===== src/rtl/branch_sequencer_if.sv =====
// Decode-side control bundle between the sequencer and its partner logic.
// Carries the fetched word and zero flag in, and branch/execute controls out.
interface branch_sequencer_if #(
  parameter int ADDR_W = 8,
  parameter int LOOP_W = 8
);
  logic [7:0]        instr;
  logic              zero_flag;
  logic              Branch;
  logic [ADDR_W-1:0] jump_value;
  logic              exec_valid;
  logic [LOOP_W-1:0] loop_count;

  modport master (
    output instr,
    output zero_flag,
    input  Branch,
    input  jump_value,
    input  exec_valid,
    input  loop_count
  );

  modport slave (
    input  instr,
    input  zero_flag,
    output Branch,
    output jump_value,
    output exec_valid,
    output loop_count
  );
endinterface


===== src/rtl/branch_sequencer.sv =====
// Resolves BEQ/LOOP/DJNZ control flow for the program counter and
// squashes the single wrong-path word fetched behind each taken branch.
module branch_sequencer #(
  parameter int ADDR_W = 8,
  parameter int OFF_W  = 6,
  parameter int LOOP_W = 8
) (
  input logic           clk,
  input logic           reset,
  branch_sequencer_if.slave bus
);
  logic              sq_q, sq_d;
  logic [LOOP_W-1:0] lc_q, lc_d;
  logic [LOOP_W-1:0] lc_dec;
  logic [OFF_W-1:0]  imm;
  logic [ADDR_W-1:0] imm_sx;
  logic              exec;
  logic              br;
  logic              is_beq, is_loop, is_djnz;

  assign imm     = bus.instr[OFF_W-1:0];
  assign imm_sx  = {{(ADDR_W-OFF_W){imm[OFF_W-1]}}, imm};
  assign lc_dec  = lc_q - 1'b1;
  assign exec    = !sq_q && !reset;
  assign is_beq  = exec && (bus.instr[7:6] == 2'b01);
  assign is_loop = exec && (bus.instr[7:6] == 2'b10);
  assign is_djnz = exec && (bus.instr[7:6] == 2'b11);

  always_comb begin
    br   = 1'b0;
    lc_d = lc_q;
    unique case (1'b1)
      is_beq: br = bus.zero_flag;
      is_loop: lc_d = LOOP_W'(imm);
      is_djnz: begin
        if (lc_q != '0) begin
          lc_d = lc_dec;
          br   = (lc_dec != '0);
        end
      end
      default: ;
    endcase
    if (reset) lc_d = '0;
  end

  // Counter already points at A+1, so the displacement drops one.
  assign bus.Branch     = br;
  assign bus.jump_value = br ? (imm_sx - 1'b1) : '0;
  assign bus.exec_valid = exec;
  assign bus.loop_count = lc_q;

  assign sq_d = reset ? 1'b1 : br;

  always_ff @(posedge clk) begin
    sq_q <= sq_d;
    lc_q <= lc_d;
  end
endmodule


===== src/flat_wrapper.sv =====
// flat-port wrapper written by rule: the top's interface ports become plain ports
module branch_sequencer_flat 
#(
  parameter int ADDR_W = 8,
  parameter int OFF_W  = 6,
  parameter int LOOP_W = 8
)
  (clk, reset, bus_instr, bus_zero_flag, bus_Branch, bus_jump_value, bus_exec_valid, bus_loop_count);
  branch_sequencer_if #(.ADDR_W(ADDR_W), .LOOP_W(LOOP_W)) bus_i ();
  input logic clk;
  input logic reset;
  input wire logic [$bits(bus_i.instr)-1:0] bus_instr;
  input wire logic [$bits(bus_i.zero_flag)-1:0] bus_zero_flag;
  output wire logic [$bits(bus_i.Branch)-1:0] bus_Branch;
  output wire logic [$bits(bus_i.jump_value)-1:0] bus_jump_value;
  output wire logic [$bits(bus_i.exec_valid)-1:0] bus_exec_valid;
  output wire logic [$bits(bus_i.loop_count)-1:0] bus_loop_count;
  assign bus_i.instr = bus_instr;
  assign bus_i.zero_flag = bus_zero_flag;
  assign bus_Branch = bus_i.Branch;
  assign bus_jump_value = bus_i.jump_value;
  assign bus_exec_valid = bus_i.exec_valid;
  assign bus_loop_count = bus_i.loop_count;
  branch_sequencer #(.ADDR_W(ADDR_W), .OFF_W(OFF_W), .LOOP_W(LOOP_W)) u_core (.clk(clk), .reset(reset), .bus(bus_i));
endmodule

===== config.mk =====
export PLATFORM = sky130hd
export DESIGN_NAME = branch_sequencer_flat
export DESIGN_NICKNAME = d
export VERILOG_FILES = /design/src/rtl/branch_sequencer_if.sv /design/src/rtl/branch_sequencer.sv /design/src/flat_wrapper.sv
export SDC_FILE = /design/constraint.sdc
export NUM_CORES = 1
export LEC_CHECK = 0
export ABC_CLOCK_PERIOD_IN_PS = 2450
export BUFFER_PORTS_ARGS = -buffer_cell sky130_fd_sc_hd__clkbuf_2
export CORE_UTILIZATION = 47
export CTS_BUF_LIST = sky130_fd_sc_hd__clkbuf_2
export DETAILED_ROUTE_END_ITERATION = 7
export PLACE_DENSITY = 0.87
export RECOVER_POWER = 100
export SLEW_MARGIN = 0
export SYNTH_ARGS = -nofsm -noshare
export SYNTH_HDL_FRONTEND = slang
export SYNTH_SLANG_ARGS = --single-unit

===== constraint.sdc =====
create_clock -name clk -period 2.45 [get_ports clk]
set_input_delay 0.49 -clock clk [delete_from_list [all_inputs] [get_ports clk]]
set_output_delay 0.49 -clock clk [all_outputs]
set_load 0.005 [all_outputs]

Yosys cells after proc, flatten, opt, wreduce, memory -nomap -nowiden
Cells that the tools add are included.
{"block": "totals", "register_bits": 9, "latchBits": 0, "ramBits": 0, "romBits": 0, "in_bits": 11, "output_inout_bits": 18, "word_cells": 23, "n_memories": 0}
{"block": "classes", "addsub": 2, "n_mul": 0, "n_div": 0, "n_lt_le_gt_ge": 0, "eq_ne": 4, "n_shift": 0, "muxes": 5, "n_bitwise": 0, "n_reduce_logical": 10}
{"op": "8-bit 2-to-1 mux", "n": 2}
{"op": "8-bit case mux with 2 select lines", "n": 1}
{"op": "8-bit nonzero test", "n": 2}
{"op": "8-bit by 1-bit subtractor with 8-bit output (second input constant)", "n": 1}
{"op": "6-bit by 2-bit subtractor with 7-bit output (second input constant)", "n": 1}
{"op": "2-bit == test (second input constant)", "n": 2}
{"op": "1-bit logical AND", "n": 4}
{"op": "2-bit by 1-bit == test with 1-bit output (second input constant)", "n": 1}
{"op": "1-bit zero test", "n": 2}
{"op": "2-bit inequality test (second input constant)", "n": 1}
{"op": "1-bit case mux with 2 select lines", "n": 1}
{"op": "2-bit AND reduction", "n": 1}
{"op": "2-bit nonzero test", "n": 1}
{"op": "1-bit 2-to-1 mux", "n": 1}

Longest topological paths before layout
Gate-level depths: netlist of run 1.
{"block": "depth", "ltp_word": 5, "mapped_depth": 7, "ltp_nobuf": 6}

Worst setup path before layout of run 1
OpenSTA, ideal clock, no wires.
{"block": "synth_path", "path_kind": "flip-flop to output port", "startpoint": "register u_core.lc_q[0], in the netlist u_core.bus.loop_count[0]", "endpoint": "output port bus_jump_value[7]", "arrival_time_ps": 2114, "required_ps": 1960, "setup_slack_ps": -154, "path_stages_with_launch": 8, "path_buffers": 1, "cell_sequence": "dfxtp_1 > inv_1 > ha_1 > nor3b_1 > or4_4 > a211oi_4 > o22ai_1 > buf_4"}
{"block": "synth_between", "elab_chain_cells": 5, "word_cells_on_any_way": 6, "cone_classes": "1 x add/sub; 3 x mux; 2 x reduce/logical"}
{"element": "start, declared", "line_no": "branch_sequencer.sv:13", "rtl": "logic [LOOP_W-1:0] lc_q, lc_d;"}
{"element": "start signal, assigned", "line_no": "branch_sequencer.sv:56", "rtl": "lc_q <= lc_d;"}
{"element": "8-bit by 1-bit subtractor with 8-bit output", "line_no": "branch_sequencer.sv:23", "rtl": "assign lc_dec = lc_q - 1'b1;"}
{"element": "8-bit nonzero test", "line_no": "branch_sequencer.sv:38", "rtl": "br = (lc_dec != '0);"}
{"element": "1-bit 2-to-1 mux *", "line_no": "branch_sequencer.sv:36", "rtl": "if (lc_q != '0) begin"}
{"element": "1-bit case mux with 2 select lines *", "line_no": "branch_sequencer.sv:32", "rtl": "unique case (1'b1)"}
{"element": "8-bit 2-to-1 mux *", "line_no": "branch_sequencer.sv:48", "rtl": "assign bus.jump_value = br ? (imm_sx - 1'b1) : '0;"}
{"element": "end, declared", "line_no": "flat_wrapper.sv:15", "rtl": "output wire logic [$bits(bus_i.jump_value)-1:0] bus_jump_value;"}
Mark *: on every way between the ends. The rest lies on a longest branch, timed or not.

Worst setup path in the final report of run 1
{"block": "layout_path", "startpoint": "register u_core.lc_q[1], in the netlist u_core.bus.loop_count[1]", "endpoint": "output port bus_jump_value[4]"}
Same word-level chain as after synthesis.

==> results.md, run 1 <==
- Total grt overflow: 0
- DRC Markers: 0
- Peak supply drop: roughly 260 uV
- Tot GR Track Use: 0.280
- Number of port buffers: 28
- Final Skew: 0.00568 ns
- GR Util met2: 0.490
- Height of the die: 45.3 um
- Outcome: finished with violations
- Tightest Hold Check Type: flop to flop
- Final hold viol count: 0
- Seq cells post-synth: 9
- Vias: 1034
- Syn_nets: roughly 130
- Net count, final: 169
- DR pass1 iterations: 4
- Hold Slack: approximately 0.54 ns
- Largest area contributor in the netlist: dfxtp_1
- Clk_lat worst skew: approximately 0.26 ns
- Synth area leaders: dfxtp_1, a21oi_1, ha_1
- Top cell type's share of synthesized area: 0.205
- Post-CTS Hold Buffers: 0
- Final Max Tran Viols: 0
- End of the worst hold path: u_core.bus.loop_count[0]$_SDFFE_PP0P_
- Detailed Route WL: between 2000 and 3000 um
- Die area: ~2000 sq um
- Core ar.: about 1700 sq um
- First-pass GRT wire length: 4090 um
- Period utilization: 1.07
- Worst slew pin tran: between 0.5 and 0.6 ns
- Reg-to-Reg End: u_core.bus.loop_count[0]$_SDFFE_PP0P_
- Avg Cell Area, Syn: about 7.7 sq um
- Asr flop ratio synth: 0
- PD cells: about 340 nW/um^2
- Min-delay src: u_core.bus.loop_count[0]$_SDFFE_PP0P_
- Synth cell types: 46
- Final instance area: 1160 sq um
- Fin cells: 178
- CTS root buf: clkbuf_2
- Register area share after synthesis: 0.205
- CP arrival: roughly 2.1 ns
- Final TNS setup: -1.36 ns
- Final Util: 0.667
- Top Usage Layer GRT: met2
- Setup Viol. Count Final: 9
- Cells on Worst Hold Path: 2
- Final WS setup: -0.171 ns
- DP Wirelength: 1960 um
- Setup crit end kind: output pin
- Total CTS buffers: 3
- Largest net degree at the start of global routing: 11
- Setup crit start kind: flop
- Final min period: about 2.6 ns
- Routed vias/inst: 5.81
- Dpl cells: 172
- Wirelength per Cell: between 10 and 15 um
- Worst Reg2Reg Path Length in Cells: 6
- GP Congestion: 0.852
- Die Wd: about 45 um
- Yosys warns: 0
- Crit path max fanout: 9
- ANT nets after route: 0
- Initial antenna violation count: 0
- Worst Path Required: a little under 2 ns
- Initial DRC Count: between 40 and 50
- Area growth syn-to-layout: 32.3%
- Synth Flop Type: dfxtp_1
- CTS tree: built
- CP Class: flop to output pin
- CTS Buffer Depth: 2
- Clk sinks: 9
- Flop2flop setup slack: around 0.50 ns
- Top cells by count, synth: a21oi_1, nand2_1, dfxtp_1, nor2_1, o21ai_0
- Filler cells: ~160
- Ports: 29
- Number of flops mapped to enable cells by yosys: 0
- Relative slew margins: 0.646
- RR Startpoint: u_core.bus.loop_count[3]$_SDFFE_PP0P_
- Fmax: roughly 380 MHz
- RSZ-0062 raised after global routing: true
- Row count: 15
- Tot Pwr: 399 uW
- Met1 Resource Use GR: 0.341
- Initial core utilization: 0.504
- Pre-CTS WS: -0.0375 ns
- GR Util met3: 0.0240
- Share of cells above drive strength 1: 0.346
- Total leakage power: roughly 0.48 nW
- Ant diodes: 0
- H-tree levels: 1
- Reg clk slew, reported paths: approximately 0.1 ns
- Placed inst area: 1140 sq um
- Failing checks: setup timing
- Mapped Cells: ~110
- Max-Cap Viols: 0
- Vias in the first global route: slightly above 900
- Synth Cell Area: between 800 and 900 sq um
[cell families after synthesis]
| logic type | after synthesis | synth area share |
|---|---|---|
| AOI/OAI and AO/OA | 39 | 0.319 |
| buffers and inverters | 12 | 0.0654 |
| xor gates and xnor gates | 3 | 0.0299 |
| DFF | 9 | 0.205 |
| muxes | 1 | 0.0114 |
| adders and majority gates | 4 | 0.0569 |
| and+or+nand+nor | 46 | 0.313 |
[cells in the final DEF (no fill, tap or decap), types with 3 or more instances in the layout]
cell type  instances
a211oi_1           3
a21oi_1           10
a31o_2             3
buf_4             10
clkbuf_1           5
clkbuf_2          27
dfxtp_1            7
ha_1               3
inv_1              4
nand2_1           10
nand3_1            3
nor2_1             9
nor2b_1            3
nor3_1             3
o21ai_0            7
[state kept, by name (all words and copies together), names as in the netlist]
| register | cells |
|---|---|
| u_core.bus.loop_count | 8 |
| u_core.sq_q | 1 |
[repair_timing]
item,in CTS,in global routing
resized for setup,1,1
endpoints found under the setup margin,9,9
buffers inserted,1,1
pin swaps,1,1
endpoints found under the hold margin,0,0
[layout make-up]
type / count / area, sq um / share of cell area
flip-flops and latches: 9 / 188 / 0.161
repair buffers: 41 / 238 / 0.204
inverters: 6 / 27.5 / 0.0237
multi-input cells: 93 / 659 / 0.567
clock buffers: 4 / 20.0 / 0.0172
well taps: 25 / 31.3 / 0.0269
[worst max-delay path by stage]
| stage | start | to | cells past startpoint |
|---|---|---|---|
| floorplan | u_core.bus.loop_count[0]$_SDFFE_PP0P_ | bus_jump_value[7] | 7 |
| global placement | u_core.bus.loop_count[1]$_SDFFE_PP0P_ | bus_jump_value[4] | 7 |
| detailed placement | u_core.bus.loop_count[1]$_SDFFE_PP0P_ | bus_jump_value[4] | 7 |
| CTS | u_core.bus.loop_count[1]$_SDFFE_PP0P_ | bus_jump_value[4] | 8 |
| global route | u_core.bus.loop_count[0]$_SDFFE_PP0P_ | bus_jump_value[4] | 8 |
| finish | u_core.bus.loop_count[1]$_SDFFE_PP0P_ | bus_jump_value[4] | 8 |
[power by group]
group	switching (mW)	internal, mW	total (mW)	leakage, nW
combinational	0.0738	0.0652	0.139	0.384
clock	0.0565	0.0434	0.0998	0.0166
sequential	0.00948	0.151	0.161	0.0749
[metal layers]
metal  share of wire  routed length [um]
met4           0.022                  56
met3           0.053                 132
met1            0.44                1090
met2            0.49                1220
met5               0                   0
[critical path: stages (launching register included)]
cell      delay, ns
dfxtp_4        0.37
inv_4          0.04
ha_4           0.15
nor3b_4        0.15
or4_4          0.55
a211oi_4       0.25
buf_12         0.16
a221oi_1       0.07
buf_2          0.13
Power figures use the tool's default switching activity.
==> inputs of run 2 (changes only) <==
- ABC_AREA: not set -> 1
- CORE_UTILIZATION: 47 -> 46
==> results.md, run 2 <==
- Critical-path top delay cell: dfxtp_2
- Height of the die: 44.1 um (-2.5%)
- Flop2flop setup slack: 0.45 ns (-0.05 ns)
- Final TNS setup: 0 ns (+1.36 ns)
- Worst slew pin tran: 0.323 ns (-0.206 ns)
- Post-CTS Hold Buffers: 0 (unchanged)
- Top cell type's share of synthesized area: 0.221 (+0.0157)
- Die area: 1950 sq um (-4.9%)
- Tightest Hold Check Type: input pin to flop
- Post-CTS resize count: 0 (-1)
- Row count: 14 (-1)
- Setup crit end kind: output pin
- Tot Pwr: 404 uW (+1.2%)
- Crit path max fanout: 9 (unchanged)
- Net count, final: 167 (-1.2%)
- Synth Cell Area: 817 sq um (-7.1%)
- Seq cells post-synth: 9 (unchanged)
- CP dominant cell by count: nand2_1
- DRC Markers: 0 (unchanged)
- Setup crit start kind: flop
- Syn_nets: 135 (+4.7%)
- Largest area contributor in the netlist: dfxtp_1
- DR pass1 iterations: 6 (+2)
- Setup Viol. Count Final: 0 (-9)
- Largest register FFs: 8 (unchanged)
- Cells on Worst Hold Path: 2 (unchanged)
- Reg-to-Reg End: u_core.bus.loop_count[3]$_SDFFE_PP0P_
- Cell internal pwr: 248 uW (-4.4%)
- Count leader, synth: inv_1
- Wirelength per Cell: 12.1 um (-14%)
- Most common cell after layout, fill and taps aside: clkbuf_2
- ANT nets after route: 0 (unchanged)
- Peak supply drop: 280 uV (+9.3%)
- Vias in the first global route: 810 (-12%)
- Commonest non-fill, non-tap cells in the layout: clkbuf_2, nor2_1, inv_1, nand2_1
- CTS tree: built
- Max-Cap Viols: 0 (unchanged)
- Area growth syn-to-layout: 17.8%
- Multi-input gate area: 531 sq um (-20%)
- Sequential share of power: 0.416 (+0.014)
- Register area share after synthesis: 0.221 (+0.0157)
- Reg clk slew, reported paths: 0.11 ns (about the same)
- Vias: 911 (-12%)
- Yosys warns: 0 (unchanged)
- Final Skew: 0.0105 ns (+0.00484 ns)
- Synth Flop Type: dfxtp_1
- Period utilization: 0.934 (-0.136)
- Total grt overflow: 0 (unchanged)
- Asr flop ratio synth: 0 (unchanged)
- RSZ-0062 raised after global routing: false
- Switching fraction of total power: 0.386 (+0.0358)
- Top cells by count, synth: inv_1, nor2_1, a21oi_1, nand2_1
- Number of flops mapped to enable cells by yosys: 0 (unchanged)
- RR Startpoint: u_core.sq_q$_SDFF_PP1_
- Min-delay src: reset
- Dpl cells: 163 (-5.2%)
- Routed vias/inst: 5.46 (-6.1%)
- Final min period: 2.29 ns (-0.334 ns)
- Crit-path cells: inv_1, ha_2, nand2_1, nand2_1, nand3_1, nor2_1, nand3_2, nand2_4, a21oi_1, clkbuf_2
- Setup bufs post-CTS: 0 (-1)
- Final hold viol count: 0 (unchanged)
- Storage element area: 183 sq um (-2.7%)
- Core ar.: 1580 sq um (-9.7%)
- CTS Buffer Depth: 2 (unchanged)
- First-pass GRT wire length: 3340 um (-18%)
- GP Congestion: 0.931 (+9.2%)
- PD cells: 420 nW/um^2 (+22%)
- End of the worst hold path: u_core.bus.loop_count[5]$_SDFFE_PP0P_
- Ant diodes: 0 (unchanged)
- Avg Cell Area, Syn: 6.81 sq um (-12%)
- Total CTS buffers: 3 (unchanged)
- Synth area leaders: dfxtp_1, a21oi_1, inv_1
- Worst Path Required: 1.96 ns (about the same)
- Detailed Route WL: 2020 um (-19%)
- Total leakage power: 0.486 nW (+2.2%)
- CTS root buf: clkbuf_2
- Mapped Cells: 120 (+5.3%)
- Clk sinks: 9 (unchanged)
- Fmax: 437 MHz (+15%)
- Combinational Power Share: 0.346 (-0.002)
- CP arrival: 1.80 ns (-0.33 ns)
- Die Wd: 44.1 um (-2.5%)
- Clock share of power: 0.238 (-0.012)
- Initial core utilization: 0.518 (+0.0143)
- Ports: 29 (unchanged)
- Final Max Tran Viols: 0 (unchanged)
- Fin cells: 167 (-6.2%)
- H-tree levels: 1 (unchanged)
- Share of cells above drive strength 1: 0.305 (-0.0418)
- DP Wirelength: 1600 um (-18%)
- P_sw: 156 uW (+12%)
- Worst Reg2Reg Path Length in Cells: 8 (+2)
- Tot GR Track Use: 0.222 (-0.0582)
- Critical Path Max Stage Delay: 0.36 ns (-0.19 ns)
- Number of port buffers: 28 (unchanged)
- Initial antenna violation count: 0 (unchanged)
- Largest net degree at the start of global routing: 13 (+2)
- Clk_lat worst skew: 0.25 ns (about the same)
- Initial DRC Count: 36 (-12%)
- CP Class: flop to output pin
- Relative slew margins: 0.784 (+0.139)
- Outcome: finished clean
- Filler cells: 158 (-3.1%)
- Synth cell types: 28 (-39%)
run 2: how the worst max path moves through the flow:
stage,depth (start not counted),to,from
2_1_floorplan,9,bus_jump_value[7],u_core.bus.loop_count[0]$_SDFFE_PP0P_
3_3_place_gp,9,bus_jump_value[7],u_core.bus.loop_count[0]$_SDFFE_PP0P_
3_5_place_dp,9,bus_jump_value[7],u_core.bus.loop_count[0]$_SDFFE_PP0P_
4_1_cts,9,bus_jump_value[7],u_core.bus.loop_count[0]$_SDFFE_PP0P_
5_1_grt,10,bus_jump_value[7],u_core.bus.loop_count[1]$_SDFFE_PP0P_
6_report,10,bus_jump_value[7],u_core.bus.loop_count[1]$_SDFFE_PP0P_
run 2: area by class of cell:
cell class | instances | area share
Multi-Input combinational cell | 92 | 0.551
Clock buffer | 3 | 0.0156
Sequential cell | 9 | 0.190
Timing Repair Buffer | 29 | 0.148
Clock inverter | 1 | 0.00520
Tap cell | 16 | 0.0208
Inverter | 17 | 0.0689
run 2: cells by family (layout without fill, tap and decap cells):
group / Yosys count / count (layout) / share of synthesized area
flip-flops: 9 / 9 / 0.221
adder cells (fa/ha/maj): 4 / 4 / 0.0613
buffers and inverters: 19 / 50 / 0.101
XOR/XNOR: 5 / 5 / 0.0536
AND/OR/NAND/NOR: 53 / 53 / 0.352
AO/OA/AOI/OAI: 30 / 30 / 0.211
run 2: routing by layer:
layer | wire length (um) | GRT usage
met1 | 850 | 0.280
met4 | 18 | 0.0364
met3 | 116 | 0.0367
met5 | 0 | 0
met2 | 1040 | 0.400
run 2: power by group through the flow:
stage	logic, mW	clock network (mW)	registers [mW]
2_1_floorplan	0.100	0	0.170
3_3_place_gp	0.139	0	0.171
3_5_place_dp	0.145	0	0.171
4_1_cts	0.145	0.0989	0.168
5_1_grt	0.156	0.106	0.170
6_report	0.140	0.0962	0.168
run 2: metrics by stage:
step / setup WS (ns) / utilization / hold WS (ns) / instance area [sq um]
floorplan: 0.427 / - / 0.509 / 817
CTS: 0.0562 / 0.629 / 0.465 / 992
finish: 0.163 / 0.610 / 0.473 / 962
global route: 0.00601 / 0.610 / 0.484 / 962
detailed placement: 0.359 / 0.617 / 0.544 / 972
global placement: 0.440 / 0.617 / 0.544 / 972
run 2: worst max-delay path, delay by kind of cell (launching register included):
family                   cells  cell delay [ns]
AND/OR/NAND/NOR              6             0.62
flip-flops                   1             0.36
adder cells (fa/ha/maj)      1             0.24
buffers and inverters        2             0.23
AO/OA/AOI/OAI                1             0.09
==> inputs of run 3 (changes only) <==
==> constraint.sdc (replaced) <==
create_clock -name clk -period 2.45 [get_ports clk]
set_input_delay 0 -clock clk [delete_from_list [all_inputs] [get_ports clk]]
set_output_delay 0 -clock clk [all_outputs]
set_load 0.005 [all_outputs]
==> results.md, run 3 (same netlist as run 2, synthesis figures left out) <==
- Outcome: finished clean
- Critical-path top delay cell: dlygate4sd3_1
- Setup crit end kind: flop
- Most common cell after layout, fill and taps aside: clkbuf_2
- Multi-input gate area: 534 sq um (+0.71%)
- Switching fraction of total power: 0.380 (-0.00556)
- Clk_lat worst skew: 0.24 ns (about the same)
- CP dominant cell by count: nor2_1
- Fmax: 485 MHz (+11%)
- Clk sinks: 9 (unchanged)
- Setup Viol. Count Final: 0 (unchanged)
- Total CTS buffers: 3 (unchanged)
- Area growth syn-to-layout: 18.7%
- Row count: 14 (unchanged)
- Share of cells above drive strength 1: 0.272 (-0.0331)
- First-pass GRT wire length: 3280 um (-1.6%)
- Final Max Tran Viols: 0 (unchanged)
- Number of port buffers: 28 (unchanged)
- Peak supply drop: 233 uV (-17%)
- CTS tree: built
- Tot GR Track Use: 0.221 (-0.000938)
- Worst Path Required: 2.59 ns (+0.63 ns)
- Wirelength per Cell: 12.2 um (+1.1%)
- DRC Markers: 0 (unchanged)
- Final Skew: 0.00199 ns (-0.00853 ns)
- Largest net degree at the start of global routing: 14 (+1)
- CTS root buf: clkbuf_2
- Cell internal pwr: 255 uW (+2.6%)
- Die area: 1950 sq um (unchanged)
- CP arrival: 2.20 ns (+0.40 ns)
- Final hold viol count: 0 (unchanged)
- Worst Reg2Reg Path Length in Cells: 8 (unchanged)
- Setup crit end: u_core.bus.loop_count[3]$_SDFFE_PP0P_
- Height of the die: 44.1 um (unchanged)
- Origin of the worst setup path: reset
- RR Startpoint: u_core.sq_q$_SDFF_PP1_
- CP Class: input pin to flop
- PD cells: 424 nW/um^2 (+0.86%)
- Vias: 904 (-0.77%)
- Combinational Power Share: 0.351 (+0.005)
- Final TNS setup: 0 ns (unchanged)
- GP Congestion: 0.930 (about the same)
- Storage element area: 180 sq um (-1.4%)
- Routed vias/inst: 5.41 (-0.77%)
- Ports: 29 (unchanged)
- Largest register FFs: 8 (unchanged)
- Ant diodes: 0 (unchanged)
- Period utilization: 0.841 (-0.0922)
- Die Wd: 44.1 um (unchanged)
- Reg-to-Reg End: u_core.bus.loop_count[3]$_SDFFE_PP0P_
- Reg clk slew, reported paths: 0.10 ns (about the same)
- CTS Buffer Depth: 2 (unchanged)
- Tightest Hold Check Type: input pin to flop
- Final min period: 2.06 ns (-0.226 ns)
- Initial DRC Count: 36 (unchanged)
- Setup bufs post-CTS: 0 (unchanged)
- Tot Pwr: 411 uW (+1.7%)
- DR pass1 iterations: 6 (unchanged)
- H-tree levels: 1 (unchanged)
- Flop2flop setup slack: 0.52 ns (+0.07 ns)
- Initial antenna violation count: 0 (unchanged)
- Relative slew margins: 0.688 (-0.0958)
- DP Wirelength: 1580 um (-1.2%)
- RSZ-0062 raised after global routing: false
- Detailed Route WL: 2040 um (+1.1%)
- Commonest non-fill, non-tap cells in the layout: clkbuf_2, inv_1, nor2_1
- Max-Cap Viols: 0 (unchanged)
- P_sw: 156 uW (+0.19%)
- Critical Path Max Stage Delay: 0.53 ns (+0.17 ns)
- Initial core utilization: 0.518 (unchanged)
- Crit path max fanout: 13 (+4)
- Sequential share of power: 0.409 (-0.007)
- Post-CTS resize count: 0 (unchanged)
- Filler cells: 169 (+7.0%)
- Net count, final: 167 (unchanged)
- Core ar.: 1580 sq um (unchanged)
- Total leakage power: 0.496 nW (+2.0%)
- Total grt overflow: 0 (unchanged)
- Vias in the first global route: 823 (+1.6%)
- Crit-path cells: dlygate4sd3_1, clkbuf_2, nor2_1, nand3_1, clkinv_2, o21ai_4, nand2_1, inv_6, a211oi_1, nor2_1
- ANT nets after route: 0 (unchanged)
- Setup crit start kind: input pin
- Worst slew pin tran: 0.466 ns (+0.143 ns)
- Clock share of power: 0.240 (+0.002)
-- run 3: power by group through the flow --
stage | Clock (mW) | Combinational, mW | Sequential [mW]
finish | 0.0988 | 0.144 | 0.168
global route | 0.106 | 0.163 | 0.169
CTS | 0.101 | 0.147 | 0.168
detailed placement | 0 | 0.144 | 0.172
global placement | 0 | 0.137 | 0.171
floorplan | 0 | 0.100 | 0.170
-- run 3: per-layer routing --
metal,vias up,GRT usage,part of all wire
met5,-,0,0
met4,0,0.0303,0.0034
met3,2,0.0490,0.048
met2,32,0.415,0.53
met1,408,0.261,0.42
li1,462,-,-
-- run 3: worst min path at each step --
| stage | startpoint | end | slack (ns) | depth (start not counted) |
|---|---|---|---|---|
| 2_1_floorplan | reset | bus_exec_valid | 0.03 | 1 |
| 3_3_place_gp | reset | u_core.bus.loop_count[5]$_SDFFE_PP0P_ | 0.23 | 2 |
| 3_5_place_dp | reset | u_core.bus.loop_count[5]$_SDFFE_PP0P_ | 0.23 | 2 |
| 4_1_cts | bus_instr[4] | u_core.bus.loop_count[4]$_SDFFE_PP0P_ | 0.06 | 3 |
| 5_1_grt | bus_instr[4] | u_core.bus.loop_count[4]$_SDFFE_PP0P_ | 0.05 | 3 |
| 6_report | bus_instr[4] | u_core.bus.loop_count[4]$_SDFFE_PP0P_ | 0.06 | 3 |
-- run 3: through the flow --
step / util / hold WS, ns / instances / instance area [sq um] / worst slack, ns
after floorplan: - / 0.0267 / 120 / 817 / 0.917
after global placement: 0.612 / 0.225 / 162 / 965 / 0.932
after detailed placement: 0.612 / 0.229 / 162 / 965 / 0.820
after CTS: 0.631 / 0.0621 / 167 / 995 / 0.536
after global routing: 0.615 / 0.0541 / 167 / 970 / 0.208
final: 0.615 / 0.0634 / 167 / 970 / 0.389
-- run 3: timing repair --
item | in CTS | in global routing
endpoints found under the hold margin | 1 | 0
setup endpoints to repair | 0 | 0
hold buffers | 1 | 0
-- run 3: cell type report --
class / instances / area share
Tap cell: 16 / 0.0206
Sequential cell: 9 / 0.186
Timing Repair Buffer: 29 / 0.150
Multi-Input combinational cell: 92 / 0.551
Clock buffer: 4 / 0.0206
Inverter: 17 / 0.0723
-- run 3: worst max-delay path: cells and delay by family --
family | cells | cell delay, ns
AOI/OAI and AO/OA | 2 | 0.31
buffers and inverters | 4 | 0.93
and+or+nand+nor | 4 | 0.94
